**src/rtl/i2c_touch_target.sv**
```systemverilog
// I2C target emulating the MPR121 subset used by our master: soft reset, ECR and touch status.
// Optional open-drain interrupt output is enabled with `define I2C_TOUCH_TARGET_IRQ_EN.
`timescale 1ns/1ps
module i2c_touch_target #(
  parameter logic [6:0] ADDR       = 7'h5A,
  parameter int         FILTER_LEN = 3
) (
  input  logic        clk_27M,
  input  logic        reset,
  input  logic        scl_i,
  input  logic        sda_i,
  output logic        sda_o,
  output logic        sda_t,
  input  logic [11:0] touch,
  output logic [7:0]  ecr,
  output logic        soft_reset_pulse,
  output logic        busy
`ifdef I2C_TOUCH_TARGET_IRQ_EN
  ,
  output logic        irq_n
`endif
);

  localparam int CW = (FILTER_LEN > 1) ? $clog2(FILTER_LEN) : 1;

  typedef enum logic [2:0] {
    S_IDLE, S_ADDR, S_ACK_A, S_REG, S_ACK_D, S_WDATA, S_RDATA, S_IGNORE
  } state_t;

  state_t        state, state_n;
  logic [1:0]    pin, sync1, sync2, filt, filt_d;
  logic [CW-1:0] cnt [2];
  logic          scl_f, sda_f, scl_d, sda_d;
  logic          scl_rise, scl_fall, start_det, stop_det;
  logic [3:0]    bit_cnt;
  logic [7:0]    shreg, ptr, byte_in, rd_byte;
  logic          rw, addr_match, snap_take;
  logic [11:0]   snap, masked, en_mask;
  logic [3:0]    n_en;

  assign sda_o = 1'b0;
  assign pin   = {scl_i, sda_i};

  // Per-line synchronizer, then a level is accepted only after FILTER_LEN equal samples.
  always_ff @(posedge clk_27M) begin
    if (reset) begin
      sync1  <= '1;
      sync2  <= '1;
      filt   <= '1;
      filt_d <= '1;
      cnt[0] <= '0;
      cnt[1] <= '0;
    end else begin
      sync1  <= pin;
      sync2  <= sync1;
      filt_d <= filt;
      for (int i = 0; i < 2; i++) begin
        if (sync2[i] == filt[i]) begin
          cnt[i] <= '0;
        end else if (cnt[i] == CW'(FILTER_LEN - 1)) begin
          filt[i] <= sync2[i];
          cnt[i]  <= '0;
        end else begin
          cnt[i] <= cnt[i] + 1'b1;
        end
      end
    end
  end

  assign scl_f     = filt[1];
  assign sda_f     = filt[0];
  assign scl_d     = filt_d[1];
  assign sda_d     = filt_d[0];
  assign scl_rise  = scl_f & ~scl_d;
  assign scl_fall  = ~scl_f & scl_d;
  assign start_det = scl_f & scl_d & ~sda_f & sda_d;
  assign stop_det  = scl_f & scl_d & sda_f & ~sda_d;

  assign byte_in    = {shreg[6:0], sda_f};
  assign addr_match = (shreg[6:0] == ADDR);
  assign snap_take  = (state == S_ADDR) && scl_rise && (bit_cnt == 4'd7) && addr_match && sda_f;

  // Only the first min(ecr[3:0], 12) electrodes report touches.
  always_comb begin
    en_mask = '0;
    n_en    = (ecr[3:0] > 4'd12) ? 4'd12 : ecr[3:0];
    for (int i = 0; i < 12; i++) en_mask[i] = (4'(i) < n_en);
    masked = touch & en_mask;
  end

  always_comb begin
    rd_byte = 8'h00;
    case (ptr)
      8'h00:   rd_byte = snap[7:0];
      8'h01:   rd_byte = {4'h0, snap[11:8]};
      8'h5E:   rd_byte = ecr;
      default: rd_byte = 8'h00;
    endcase
  end

  always_ff @(posedge clk_27M) begin
    if (reset) state <= S_IDLE;
    else       state <= state_n;
  end

  // Bus conditions override the bit FSM; otherwise state only advances on SCL rising edges.
  always_comb begin
    state_n = state;
    if (start_det) begin
      state_n = S_ADDR;
    end else if (stop_det) begin
      state_n = S_IDLE;
    end else if (scl_rise) begin
      case (state)
        S_ADDR:  if (bit_cnt == 4'd7) state_n = addr_match ? S_ACK_A : S_IGNORE;
        S_ACK_A: state_n = rw ? S_RDATA : S_REG;
        S_REG:   if (bit_cnt == 4'd7) state_n = S_ACK_D;
        S_WDATA: if (bit_cnt == 4'd7) state_n = S_ACK_D;
        S_ACK_D: state_n = S_WDATA;
        S_RDATA: if (bit_cnt == 4'd8 && sda_f) state_n = S_IGNORE;
        default: state_n = state;
      endcase
    end
  end

  always_ff @(posedge clk_27M) begin
    if (reset) begin
      sda_t            <= 1'b1;
      ecr              <= 8'h00;
      soft_reset_pulse <= 1'b0;
      busy             <= 1'b0;
      ptr              <= 8'h00;
      bit_cnt          <= 4'd0;
      shreg            <= 8'h00;
      rw               <= 1'b0;
      snap             <= 12'h000;
    end else begin
      soft_reset_pulse <= 1'b0;
      if (start_det) begin
        bit_cnt <= 4'd0;
        sda_t   <= 1'b1;
      end else if (stop_det) begin
        sda_t <= 1'b1;
        busy  <= 1'b0;
      end else begin
        if (scl_rise) begin
          case (state)
            S_ADDR: begin
              shreg <= byte_in;
              if (bit_cnt == 4'd7) begin
                bit_cnt <= 4'd0;
                rw      <= sda_f;
                if (addr_match) busy <= 1'b1;
                if (snap_take)  snap <= masked;
              end else begin
                bit_cnt <= bit_cnt + 4'd1;
              end
            end
            S_REG: begin
              shreg <= byte_in;
              if (bit_cnt == 4'd7) begin
                bit_cnt <= 4'd0;
                ptr     <= byte_in;
              end else begin
                bit_cnt <= bit_cnt + 4'd1;
              end
            end
            S_WDATA: begin
              shreg <= byte_in;
              if (bit_cnt == 4'd7) begin
                bit_cnt <= 4'd0;
                ptr     <= ptr + 8'd1;
                if (ptr == 8'h5E) begin
                  ecr <= byte_in;
                end else if (ptr == 8'h80 && byte_in == 8'h63) begin
                  ecr              <= 8'h00;
                  soft_reset_pulse <= 1'b1;
                end
              end else begin
                bit_cnt <= bit_cnt + 4'd1;
              end
            end
            S_RDATA: begin
              // Ninth edge carries the master's ACK (low) or NACK (high).
              if (bit_cnt == 4'd8) begin
                bit_cnt <= 4'd0;
                if (!sda_f) ptr <= ptr + 8'd1;
              end else begin
                bit_cnt <= bit_cnt + 4'd1;
              end
            end
            default: ;
          endcase
        end
        if (scl_fall) begin
          case (state)
            S_ACK_A, S_ACK_D: sda_t <= 1'b0;
            S_RDATA:          sda_t <= (bit_cnt == 4'd8) ? 1'b1 : rd_byte[3'd7 - bit_cnt[2:0]];
            default:          sda_t <= 1'b1;
          endcase
        end
      end
    end
  end

`ifdef I2C_TOUCH_TARGET_IRQ_EN
  logic [11:0] last_read;

  // A read addressed at 0x00 acknowledges the interrupt and becomes the new reference.
  always_ff @(posedge clk_27M) begin
    if (reset) begin
      irq_n     <= 1'b1;
      last_read <= 12'h000;
    end else if (snap_take && ptr == 8'h00) begin
      irq_n     <= 1'b1;
      last_read <= masked;
    end else if (masked != last_read) begin
      irq_n <= 1'b0;
    end
  end
`endif

endmodule

```
**config.mk**
```make
export PLATFORM = sky130hd
export DESIGN_NAME = i2c_touch_target
export DESIGN_NICKNAME = d
export VERILOG_FILES = /design/src/rtl/i2c_touch_target.sv
export SDC_FILE = /design/constraint.sdc
export NUM_CORES = 1
export LEC_CHECK = 0
export CAP_MARGIN = 25
export CORE_MARGIN = 10
export CORE_UTILIZATION = 35
export DETAILED_ROUTE_END_ITERATION = 6
export GPL_ROUTABILITY_DRIVEN = 0
export PLACE_DENSITY = 0.62
export SYNTH_ARGS = -nofsm -noshare
export SYNTH_HDL_FRONTEND = slang
export SYNTH_SLANG_ARGS = --single-unit
```
**constraint.sdc**
```tcl
create_clock -name clk_27M -period 2.4 [get_ports clk_27M]
set_input_delay 0.48 -clock clk_27M [delete_from_list [all_inputs] [get_ports clk_27M]]
set_output_delay 0.48 -clock clk_27M [all_outputs]
set_load 0.05 [all_outputs]
```
== Word level (Yosys, flattened, before mapping) ==
Memory sizes are Yosys's and may differ from the RTL's.
Cells that the tools add are included.
Word-level totals
  register bits after elaboration: 54
  latch bits: 0
  bits in writable memories: 4
  bits in read-only memories: 0
  input port bits: 16
  output and inout bits: 12
  logic and storage cells: 183
  memories: 1
Memories
  cnt: depth 2, width 2, read ports 2, clocked after memory_dff 0, wr ports 2, line 32  | logic [CW-1:0] cnt [2];
Operators by class
  add/subtract/negate cells: 5
  multiply operators: 0
  div/mod/pow operators: 0
  $lt $le $gt $ge: 14
  equal/unequal tests: 27
  shift-type cells: 0
  mux-type cells: 61
  bitwise operators: 25
  reductions and logical operators: 34
Operators with widths (count)
  8-bit two-way mux: 6
  8-bit one-hot mux with 3 select lines: 2
  1-bit two-way mux: 35
  5-bit AND reduction: 4
  8-bit by 7-bit equality test with 1-bit output (second input constant): 2
  3-bit by 4-bit less-than comparator with 1-bit output (first input constant): 4
  4-bit less-than comparator (first input constant): 4
  3-bit two-way mux: 5
  3-bit one-hot mux with 5 select lines: 1
  12-bit bitwise AND: 1
  2-bit two-way mux: 6
  4-bit two-way mux: 3
  6-bit AND reduction: 2
  2-bit nonzero test: 6
  1-bit NOT: 11
  2-bit != test (second input constant): 5
  3-bit equality test (second input constant): 3
  8-bit by 1-bit adder with 8-bit output (second input constant): 1
  8-bit by 1-bit equality test with 1-bit output (second input constant): 1
  8-bit equality test (second input constant): 1
  8-bit logical NOT: 1
  1-bit by 4-bit less-than comparator with 1-bit output (first input constant): 2
  2-bit by 4-bit less-than comparator with 1-bit output (first input constant): 2
  4-bit one-hot mux with 2 select lines: 1
  other kinds (31): 57

== Longest topological paths before layout ==
Gate-level depths: netlist of run 1.
An unclocked memory read counts as a cell.
  word-level depth: 8
  depth in mapped cells: 9
  mapped depth without buffers: 8

== Least setup slack after synthesis of run 1 ==
OpenSTA, ideal clock, no wires.
  kind: register to register
  start point: register ptr[0]
  end point: register sda_t
  setup time: 0.122 ns
  arrival: 1.742 ns
  required time: 2.278 ns
  slack: 0.536 ns
  stages on the path, launching flop included: 9
  buffers on the path: 1
  clock period less this slack: 1.864 ns
  cells stage by stage: dfxtp_1 > inv_1 > ha_1 > buf_2 > and4_1 > a2111oi_0 > a2111oi_1 > a311oi_1 > nor2_1
On the way
  word-level cells in the longest chain between the ends: 6
  elaborated cells on any way between the ends: 8
  classes of those cells: 2 x eq/ne; 5 x mux; 1 x reduce/logical
RTL lines
  from (decl): line 36  | logic [7:0] shreg, ptr, byte_in, rd_byte;
  from (signal assigned): line 163  | ptr <= byte_in;
  from (signal assigned): line 172  | ptr <= ptr + 8'd1;
  from (signal assigned): line 187  | if (!sda_f) ptr <= ptr + 8'd1;
  8-bit by 7-bit equality test with 1-bit output (tied with other cells): line 93  | case (ptr)
  8-bit one-hot mux with 3 select lines *: line 93
  1-bit binary-select mux with 3-bit select *: line 198  | S_RDATA: sda_t <= (bit_cnt == 4'd8) ? 1'b1 : rd_byte[3'd7 - bit_cnt[2:0]];
  1-bit two-way mux (not written as such) *: line 198
  1-bit two-way mux *: line 198
  1-bit one-hot mux with 2 select lines *: line 196  | case (state)
  to (signal assigned): line 198
  to (decl): line 13  | output logic sda_t,
Every way passes the cells marked *; elsewhere a longest branch is shown, timed or not. The select of a mux whose other input is x is not followed.
A chain may end at the register's enable or synchronous reset.

== Worst setup path after layout of run 1 ==
Ends and elaborated chain as after synthesis.

==> results of run 1 <==
==> cells in the final DEF (no fill, tap or decap), drive strengths merged, types with 2 or more instances in the layout <==
| cell | n |
|---|---|
| dfxtp | 54 |
| nor2 | 48 |
| nand2 | 34 |
| clkdlybuf4s50 | 26 |
| a21oi | 22 |
| a22oi | 19 |
| buf | 17 |
| nand3 | 16 |
| o21ai | 14 |
| mux2i | 12 |
| inv | 12 |
| clkbuf | 11 |
| ha | 8 |
| or2 | 8 |
| nor4 | 8 |
| nor2b | 5 |
| xnor2 | 5 |
| conb | 5 |
| nor3 | 5 |
| o211ai | 4 |
| nand4 | 4 |
| or3 | 4 |
| edfxtp | 4 |
| and3 | 4 |
| a211oi | 4 |
| nand3b | 3 |
| o31ai | 3 |
| o32ai | 3 |
| a21o | 3 |
| or4 | 3 |
| a31oi | 2 |
| a311oi | 2 |
| a2111oi | 2 |
| o21a | 2 |
| o22ai | 2 |
| nand2b | 2 |
| a211o | 2 |
| nor3b | 2 |
| o41ai | 2 |
| clkinv | 2 |
==> kinds of logic after synthesis <==
family	Yosys count	synth area share, %
simple gates	152	25.9
compound gates	94	21.3
flops	58	38.7
buf+inv	34	5.00
mux	12	3.87
fa+ha+maj	8	3.23
xor+xnor	6	1.69
other cells	2	0.242
==> per-layer routing <==
metal  part of all wire (%)  wire length (um)  vias to the layer above  GRT usage, %
li1                       -                 -                     1395             -
met2                     44              3350                       66          18.0
met1                     48              3690                     1270          16.1
met4                    1.5               118                        0          5.26
met3                    6.7               514                       11          4.30
met5                      0                 0                        -             0
==> sequential cells by signal, indices dropped and copies added (netlist names) <==
| register | count |
|---|---|
| sda_t | 1 |
| busy | 1 |
| snap | 12 |
| sync1 | 2 |
| sync2 | 2 |
| bit_cnt | 4 |
| cnt | 4 |
| shreg | 7 |
| ptr | 8 |
| rw | 1 |
| ecr | 8 |
| state | 3 |
| filt_d | 2 |
| filt | 2 |
| soft_reset_pulse | 1 |
==> where the power goes <==
group,internal [mW],leakage [nW],switching [mW],total (mW)
combinational,0.0486,0.788,0.0524,0.101
clock,0.530,0.106,0.386,0.916
sequential,0.985,0.478,0.00954,0.995
==> worst min-delay path by stage <==
stage / slack, ns / cells after the start / endpoint
after floorplan: 0.39 / 1 / sync2[0]
after global placement: 0.40 / 1 / sync2[1]
after detailed placement: 0.40 / 1 / sync2[0]
after CTS: 0.42 / 1 / sync2[0]
after global routing: 0.44 / 1 / sync2[1]
final: 0.41 / 1 / sync2[1]
==> what timing repair did <==
action / CTS / global route
setup endpoints to repair: 0 / 1
setup buffers: 0 / 0
resized for setup: 0 / 1
==> layout make-up <==
class,instances,area share (%)
timing repair buffer,43,10.4
multi-input combinational,277,47.2
clock inverter,4,1.34
inverter,11,1.11
clock buffer,11,4.07
tap,108,3.63
sequential,58,32.3
==> per-stage QoR <==
stage	total power [mW]	util [%]
floorplan	1.07	-
global placement	1.12	40.6
detailed placement	1.12	40.6
CTS	2.04	42.9
global route	2.09	42.9
finish	2.01	42.9
==> critical path: stages (launching register included) <==
cell	delay, ns
sky130_fd_sc_hd__dfxtp_1	0.46
sky130_fd_sc_hd__inv_1	0.14
sky130_fd_sc_hd__ha_1	0.34
sky130_fd_sc_hd__and4_1	0.23
sky130_fd_sc_hd__a2111oi_1	0.41
sky130_fd_sc_hd__a2111oi_1	0.12
sky130_fd_sc_hd__a311oi_1	0.27
sky130_fd_sc_hd__nor2_1	0.06
==> reports/results.md, run 1 <==
| Quantity | Reported |
| --- | --- |
| All-layer global routing usage | 12.3% |
| Vias in the first global route | 2702 |
| Layout-stage area growth over the synthesis result | 20.1% |
| Post-route worst hold slack | 0.413 ns |
| Number of H-tree levels | 3 |
| Critical R2R Capture | sda_t |
| Post-Place Setup Slack | 0.255 ns |
| Required time of the critical path | 2.62 ns |
| Reg clk slew, reported paths | 0.06 ns |
| Worst setup path category | flop to flop |
| Congestion Overflow GR | 0 |
| Crit path to | sda_t |
| Clock latency on the worst-skew pair | 0.34 ns |
| Startpoint type of the worst setup path | flop |
| Final number of hold-violating endpoints | 0 |
| Number of hold buffers added after CTS | 0 |
| Warnings from Yosys | 0 |
| Peak clock frequency supported by timing | 467 MHz |
| Initial core utilization | 35.7% |
| DP Area | 3520 um^2 |
| Number of cells traversed by the worst register-to-register path | 7 |
| Ranking of synthesized cells by area | sky130_fd_sc_hd__dfxtp_1 35%, sky130_fd_sc_hd__nor2_1 5.7%, sky130_fd_sc_hd__a22oi_1 4.6%, sky130_fd_sc_hd__nand2_1 4.1%, sky130_fd_sc_hd__mux2i_1 3.9% |
| HPWL after DPL | 5.82 mm |
| Combined area of all synthesized cells | 3100 um^2 |
| Total setup violations reported at the end of the flow | 0 |
| Final routed wire length divided by cell count | 15.0 um |
| Drt first pass iters | 4 |
| Global-route wire length before repair | 13.2 mm |
| Transition at the pin with the smallest max-transition slack | 0.551 ns |
| Crit Path Max Fanout | 10 |
| Worst slew margin relative to its limit | 63.2% |
| Number of flops mapped to enable cells by yosys | 4 |
| Proportion of register bits with asynchronous set or reset after synthesis | 0% |
| Prevailing post-synth register cell | sky130_fd_sc_hd__dfxtp_1 |
| Setup TNS | 0 ns |
| Final ANT Viol Nets | 0 |
| Total instance count after detailed placement | 497 |
| Class of the tightest hold or removal check | flop to flop |
| Std-Cell Rows | 34 |
| TritonCTS clock tree | done |
| Most repeated cell in the gate-level netlist after synthesis | sky130_fd_sc_hd__dfxtp_1 |
| Worst reg2reg setup slack | 0.26 ns |
| Start point of the critical path | ptr[0] |
| Largest area contributor in the synthesized netlist | sky130_fd_sc_hd__dfxtp_1 |
| Initial drt markers | 155 |
| Count of inserted antenna diode cells | 0 |
| Fin area | 3720 um^2 |
| Library cell used as clock root buffer | sky130_fd_sc_hd__clkbuf_8 |
| Initial antenna violation count | 0 |
| Final WS setup | 0.261 ns |
| Post-route minimum period | 2.14 ns |
| Unrepaired setup endpoints after global routing | no |
| CP Data Arrival Time | 2.36 ns |
| Count of fill cells added during filler insertion | 897 |
| Die outline height | 114 um |
| Area inside the core boundary | 8680 um^2 |
| Distinct cell type count after synthesis | 66 |
| Syn avg cell area | 8.47 um^2 |
| Maximum VDD drop | 0.228 mV |
| Critical path capture point type | flop |
| Number of vias after detailed routing | 2742 |
| Number of buffers inserted by port buffering | 26 |
| Sinks on Clock Net | 58 |
| Die Width | 114 um |
| Leakage dissipation | 1.37 nW |
| Share of cells above drive strength 1 | 12.6% |
| NumNets Final | 424 |
| Number of vias per cell | 5.36 |
| Final worst clock skew | 0.00842 ns |
| Register Area | 1200 um^2 |
| Number of cells produced by synthesis | 366 |
| Result of the run | finished clean |
| Final std cells w/o fill | 512 |
| Number of max-cap violations | 0 |
| Top-level port count | 28 |
| Hold path start | sync1[1] |
| Maximum number of pins on one net before global-route repair | 39 |
| Area taken by multi-input logic gates | 1760 um^2 |
| Maximum root-to-sink buffer count | 2 |
| Start of the worst register-to-register path | ptr[0] |
| Share of the synthesized area in the top cell type | 34.9% |
| Share of the cycle needed by the critical path after routing | 89.1% |
| Final routed wirelength across all metal layers | 7.67 mm |
| Final routed DRC violation total | 0 |
| Total power per unit cell area | 540 nW/um^2 |
| Register bit total from synthesis | 58 |
| Most frequent cells after synthesis | 54 x sky130_fd_sc_hd__dfxtp_1, 47 x sky130_fd_sc_hd__nor2_1, 34 x sky130_fd_sc_hd__nand2_1 |
| Die outline area | 13000 um^2 |
| Final Max Tran Viols | 0 |
| Proportion of synthesized chip area in sequential cells | 38.7% |
| CTS buffer count | 9 |
No activity file was read; power rests on OpenSTA's default activity.
==> run 2, diff against run 1 <==
- PLACE_DENSITY: 0.62 -> 0.64
- TNS_END_PERCENT: not set -> 100
- clock period: 2.4 -> 1.7 ns (I/O delays scaled with it)
==> reports/results.md, run 2 (synthesized netlist as in run 1, its figures left out) <==
| Quantity | Reported |
| --- | --- |
| CP Data Arrival Time | 2.19 ns |
| Final routed wire length divided by cell count | 15.7 um |
| Global-route wire length before repair | 15.2 mm |
| Unrepaired setup endpoints after global routing | yes |
| Initial core utilization | 35.7% |
| Vias in the first global route | 3232 |
| Transition at the pin with the smallest max-transition slack | 0.603 ns |
| Worst reg2reg setup slack | -0.20 ns |
| Std-Cell Rows | 34 |
| Commonest cells after routing, fill and taps aside | 97 x sky130_fd_sc_hd__buf_4, 46 x sky130_fd_sc_hd__nor2_1, 45 x sky130_fd_sc_hd__dfxtp_1 |
| Final std cells w/o fill | 593 |
| Number of max-cap violations | 0 |
| Leakage dissipation | 1.85 nW |
| NumNets Final | 504 |
| CTS buffer count | 9 |
| Share of the cycle needed by the critical path after routing | 112% |
| Reg with most FFs | snap |
| Total instance count after detailed placement | 565 |
| Initial antenna violation count | 0 |
| Final ANT Viol Nets | 0 |
| Most common cell after layout, fill and taps aside | sky130_fd_sc_hd__buf_4 |
| Area inside the core boundary | 8680 um^2 |
| Post-route minimum period | 1.90 ns |
| Die Width | 114 um |
| Sinks on Clock Net | 58 |
| Number of instances on the worst hold path | 1 |
| All-layer global routing usage | 14.3% |
| Number of vias per cell | 5.32 |
| Share of cells above drive strength 1 | 40.6% |
| Drt first pass iters | 4 |
| Final Max Tran Viols | 0 |
| Peak clock frequency supported by timing | 526 MHz |
| Startpoint type of the worst setup path | flop |
| Layout-stage area growth over the synthesis result | 51.1% |
| Library cell used as clock root buffer | sky130_fd_sc_hd__clkbuf_8 |
| Register Area | 1210 um^2 |
| TritonCTS clock tree | done |
| Die outline height | 114 um |
| Worst slew margin relative to its limit | 59.8% |
| Critical path capture point type | flop |
| Required time of the critical path | 1.99 ns |
| Maximum number of pins on one net before global-route repair | 33 |
| Clock latency on the worst-skew pair | 0.35 ns |
| HPWL after DPL | 6.52 mm |
| Setup TNS | -3.91 ns |
| Post-route worst hold slack | 0.413 ns |
| Class of the tightest hold or removal check | flop to flop |
| Final routed DRC violation total | 0 |
| Final number of hold-violating endpoints | 0 |
| Maximum VDD drop | 0.423 mV |
| Final worst clock skew | 0.00723 ns |
| Violations in the final reports | negative setup slack |
| Maximum root-to-sink buffer count | 2 |
| Number of flip-flops in the largest register | 12 |
| Initial drt markers | 155 |
| End of the worst hold path | sync2[0] |
| Final WS setup | -0.199 ns |
| Number of cells traversed by the worst register-to-register path | 8 |
| Congestion Overflow GR | 0 |
| Result of the run | finished with violations |
| Post-Place Setup Slack | -0.237 ns |
| Area taken by multi-input logic gates | 2050 um^2 |
| Top Registers | snap (12), ecr (8), ptr (8) |
| Number of H-tree levels | 3 |
| Hold path start | sync1[0] |
| Die outline area | 13000 um^2 |
| Worst setup path category | flop to flop |
| Reg clk slew, reported paths | 0.07 ns |
| Number of vias after detailed routing | 3156 |
| Count of inserted antenna diode cells | 0 |
| Number of buffers inserted by port buffering | 26 |
| Crit Path Max Fanout | 6 |
| Final routed wirelength across all metal layers | 9.30 mm |
| Count of fill cells added during filler insertion | 778 |
| Total setup violations reported at the end of the flow | 32 |
| Start of the worst register-to-register path | ptr[1] |
| Top-level port count | 28 |
| Total power per unit cell area | 642 nW/um^2 |
| Critical R2R Capture | sda_t |
## run 2: stage by stage
step | power (mW) | util, % | instance area, um^2
finish | 3.01 | 54.0 | 4690
detailed placement | 1.60 | 47.3 | 4110
floorplan | 1.52 | - | 3160
CTS | 3.02 | 52.1 | 4520
global placement | 1.60 | 47.3 | 4110
global route | 3.10 | 54.0 | 4690
## run 2: area by class of cell
| cell class | instances | share of cell area [%] |
|---|---|---|
| clock inverter | 6 | 1.71 |
| sequential | 58 | 25.9 |
| timing repair buffer | 122 | 21.9 |
| tap | 108 | 2.88 |
| inverter | 11 | 0.935 |
| multi-input combinational | 278 | 43.7 |
| clock buffer | 10 | 2.94 |
## run 2: worst max-delay path by stage
stage          endpoint  slack (ns)  cells past startpoint        from
2_1_floorplan     sda_t       -0.09                      8      ptr[0]
3_3_place_gp     ecr[3]       -0.22                      6    shreg[5]
3_5_place_dp      sda_t       -0.24                      6       reset
4_1_cts          ecr[2]       -0.18                      6    shreg[5]
5_1_grt         snap[4]       -0.32                      9  bit_cnt[0]
6_report          sda_t       -0.20                      8      ptr[1]
## run 2: per-layer routing
| layer | vias to the layer above | track usage (%) | share of wire (%) |
|---|---|---|---|
| met1 | 1508 | 16.6 | 44 |
| met4 | 0 | 6.52 | 2.2 |
| met3 | 20 | 4.35 | 5.1 |
| met5 | - | 0 | 0 |
| met2 | 67 | 23.7 | 49 |
| li1 | 1561 | - | - |
## run 2: what timing repair did
action,CTS,global route
gates cloned,1,1
setup endpoints to repair,32,34
buffers inserted,8,6
endpoints found under the hold margin,0,0
pin swaps,31,21
gates resized for setup,43,25
hold buffers,0,0
## run 2: critical path, stage by stage (launching register included)
cell and delay [ns]:
sky130_fd_sc_hd__dfxtp_1 0.34, sky130_fd_sc_hd__buf_4 0.13, sky130_fd_sc_hd__ha_1 0.13, sky130_fd_sc_hd__nand3_1 0.11
sky130_fd_sc_hd__nor4_4 0.33, sky130_fd_sc_hd__a2111oi_1 0.16, sky130_fd_sc_hd__a2111oi_1 0.44, sky130_fd_sc_hd__a311oi_1 0.09
sky130_fd_sc_hd__nor2_1 0.10
## run 2: report_power, final
part           switching (mW)  internal [mW]
combinational          0.0910         0.0899
clock                   0.578          0.852
sequential            0.00847           1.39
total                   0.677           2.33
==> run 3, diff against run 2 <==
- CTS_CLUSTER_SIZE: not set -> 24
- SKIP_LAST_GASP: not set -> 1
==> reports/results.md, run 3 (synthesized netlist as in run 1, its figures left out) <==
| Quantity | Reported |
| --- | --- |
| Result of the run | finished with violations |
| Violations in the final reports | negative setup slack |
| Final Max Tran Viols | 0 |
| Vias in the first global route | 3232 |
| Maximum number of pins on one net before global-route repair | 33 |
| Initial drt markers | 124 |
| Fin area | 4680 um^2 |
| Number of vias after detailed routing | 3140 |
| Number of buffers inserted by port buffering | 26 |
| Worst slew margin relative to its limit | 59.7% |
| Final routed DRC violation total | 0 |
| Top Registers | snap (12), ecr (8), ptr (8) |
| Initial core utilization | 35.7% |
| Class of the tightest hold or removal check | flop to flop |
| Start of the worst register-to-register path | bit_cnt[0] |
| Number of H-tree levels | 3 |
| Hold path start | sync1[0] |
| Clock latency on the worst-skew pair | 0.35 ns |
| Total power per unit cell area | 643 nW/um^2 |
| Most common cell after layout, fill and taps aside | sky130_fd_sc_hd__buf_4 |
| Final WS setup | -0.190 ns |
| Die Width | 114 um |
| Final std cells w/o fill | 593 |
| Start point of the critical path | bit_cnt[0] |
| Reg clk slew, reported paths | 0.07 ns |
| Unrepaired setup endpoints after global routing | yes |
| Die outline area | 13000 um^2 |
| TritonCTS clock tree | done |
| HPWL after DPL | 6.52 mm |
| Worst setup path category | flop to flop |
| Final ANT Viol Nets | 0 |
| Maximum VDD drop | 0.425 mV |
| Post-route worst hold slack | 0.413 ns |
| CTS buffer count | 9 |
| Startpoint type of the worst setup path | flop |
| Final number of hold-violating endpoints | 0 |
| Worst reg2reg setup slack | -0.19 ns |
| Share of the cycle needed by the critical path after routing | 111% |
| Drt first pass iters | 4 |
| Post-route minimum period | 1.89 ns |
| Share of cells above drive strength 1 | 40.2% |
| Reg with most FFs | snap |
| Crit Path Max Fanout | 8 |
| Final worst clock skew | 0.00839 ns |
| Final routed wirelength across all metal layers | 9.29 mm |
| Total instance count after detailed placement | 565 |
| Number of flip-flops in the largest register | 12 |
| Count of inserted antenna diode cells | 0 |
| Std-Cell Rows | 34 |
| Die outline height | 114 um |
| Global-route wire length before repair | 15.2 mm |
| Congestion Overflow GR | 0 |
| Number of max-cap violations | 0 |
| Leakage dissipation | 1.85 nW |
| Initial antenna violation count | 0 |
| Number of vias per cell | 5.30 |
| Required time of the critical path | 1.97 ns |
| Layout-stage area growth over the synthesis result | 51.0% |
| Final routed wire length divided by cell count | 15.7 um |
| DP Area | 4110 um^2 |
| Critical path capture point type | flop |
| Number of hold buffers added after CTS | 0 |
| CP Data Arrival Time | 2.16 ns |
| Transition at the pin with the smallest max-transition slack | 0.603 ns |
| NumNets Final | 504 |
| Total setup violations reported at the end of the flow | 32 |
| Sinks on Clock Net | 58 |
| Maximum root-to-sink buffer count | 2 |
| Utilization of the core after routing | 54.0% |
| Area inside the core boundary | 8680 um^2 |
| Commonest cells after routing, fill and taps aside | 97 x sky130_fd_sc_hd__buf_4, 47 x sky130_fd_sc_hd__dfxtp_1, 46 x sky130_fd_sc_hd__nor2_1 |
| Top-level port count | 28 |
| Library cell used as clock root buffer | sky130_fd_sc_hd__clkbuf_8 |
| Peak clock frequency supported by timing | 529 MHz |
| All-layer global routing usage | 14.3% |
run 3: cell counts in the layout (fill, tap and decap cells not counted):
Identical to the previous run, type by type.
run 3: repair_timing:
| item | in CTS | in global routing |
|---|---|---|
| setup buffers | 8 | 6 |
| hold endpoints to repair | 0 | 0 |
| resized for setup | 41 | 25 |
| pin swaps | 31 | 21 |
| cloned | 1 | 1 |
| endpoints found under the setup margin | 32 | 34 |
run 3: per-stage QoR:
| stage | total power [mW] | setup slack [ns] | setup TNS, ns |
|---|---|---|---|
| final | 3.01 | -0.190 | -3.82 |
| after global routing | 3.10 | -0.322 | -6.86 |
| after CTS | 3.02 | -0.178 | -3.17 |
| after detailed placement | 1.60 | -0.237 | -5.37 |
| after global placement | 1.60 | -0.216 | -4.18 |
| after floorplan | 1.52 | -0.0892 | -0.840 |
run 3: cell type report:
class	count	area [um^2]
repair buffers	122	1030
clock buffers	10	138
inverters	11	43.8
clock inverters	6	80.1
multi-input cells	278	2050
flip-flops and latches	58	1210
well taps	108	135
fillers	780	4000
run 3: power by group:
group | switching, mW | total, mW | internal (mW)
logic | 0.0911 | 0.181 | 0.0899
clock network | 0.579 | 1.43 | 0.852
registers | 0.00848 | 1.40 | 1.39
total | 0.679 | 3.01 | 2.33
run 3: critical path, cell delays in order (launching register included):
cell and delay (ns):
sky130_fd_sc_hd__dfxtp_2 0.35, sky130_fd_sc_hd__ha_4 0.14, sky130_fd_sc_hd__nand3b_1 0.14, sky130_fd_sc_hd__or2_4 0.29
sky130_fd_sc_hd__nor4_4 0.14, sky130_fd_sc_hd__nor3b_2 0.22, sky130_fd_sc_hd__buf_4 0.17, sky130_fd_sc_hd__buf_12 0.12
sky130_fd_sc_hd__o211ai_1 0.08, sky130_fd_sc_hd__a21oi_1 0.16
run 3: worst paths after layout:
check	cells past startpoint	end
hold / removal	1	sync2[0]
hold reg to reg	1	sync2[0]
setup reg to reg	9	snap[4]
setup / recovery	9	snap[4]
run 3: layer usage:
metal	vias up	global-route usage [%]	routed length, um	share of wire [%]
met1	1476	16.6	4080	44
met5	-	0	0	0
met2	77	23.7	4440	48
met3	28	4.35	473	5.1
met4	0	6.52	294	3.2
li1	1559	-	-	-
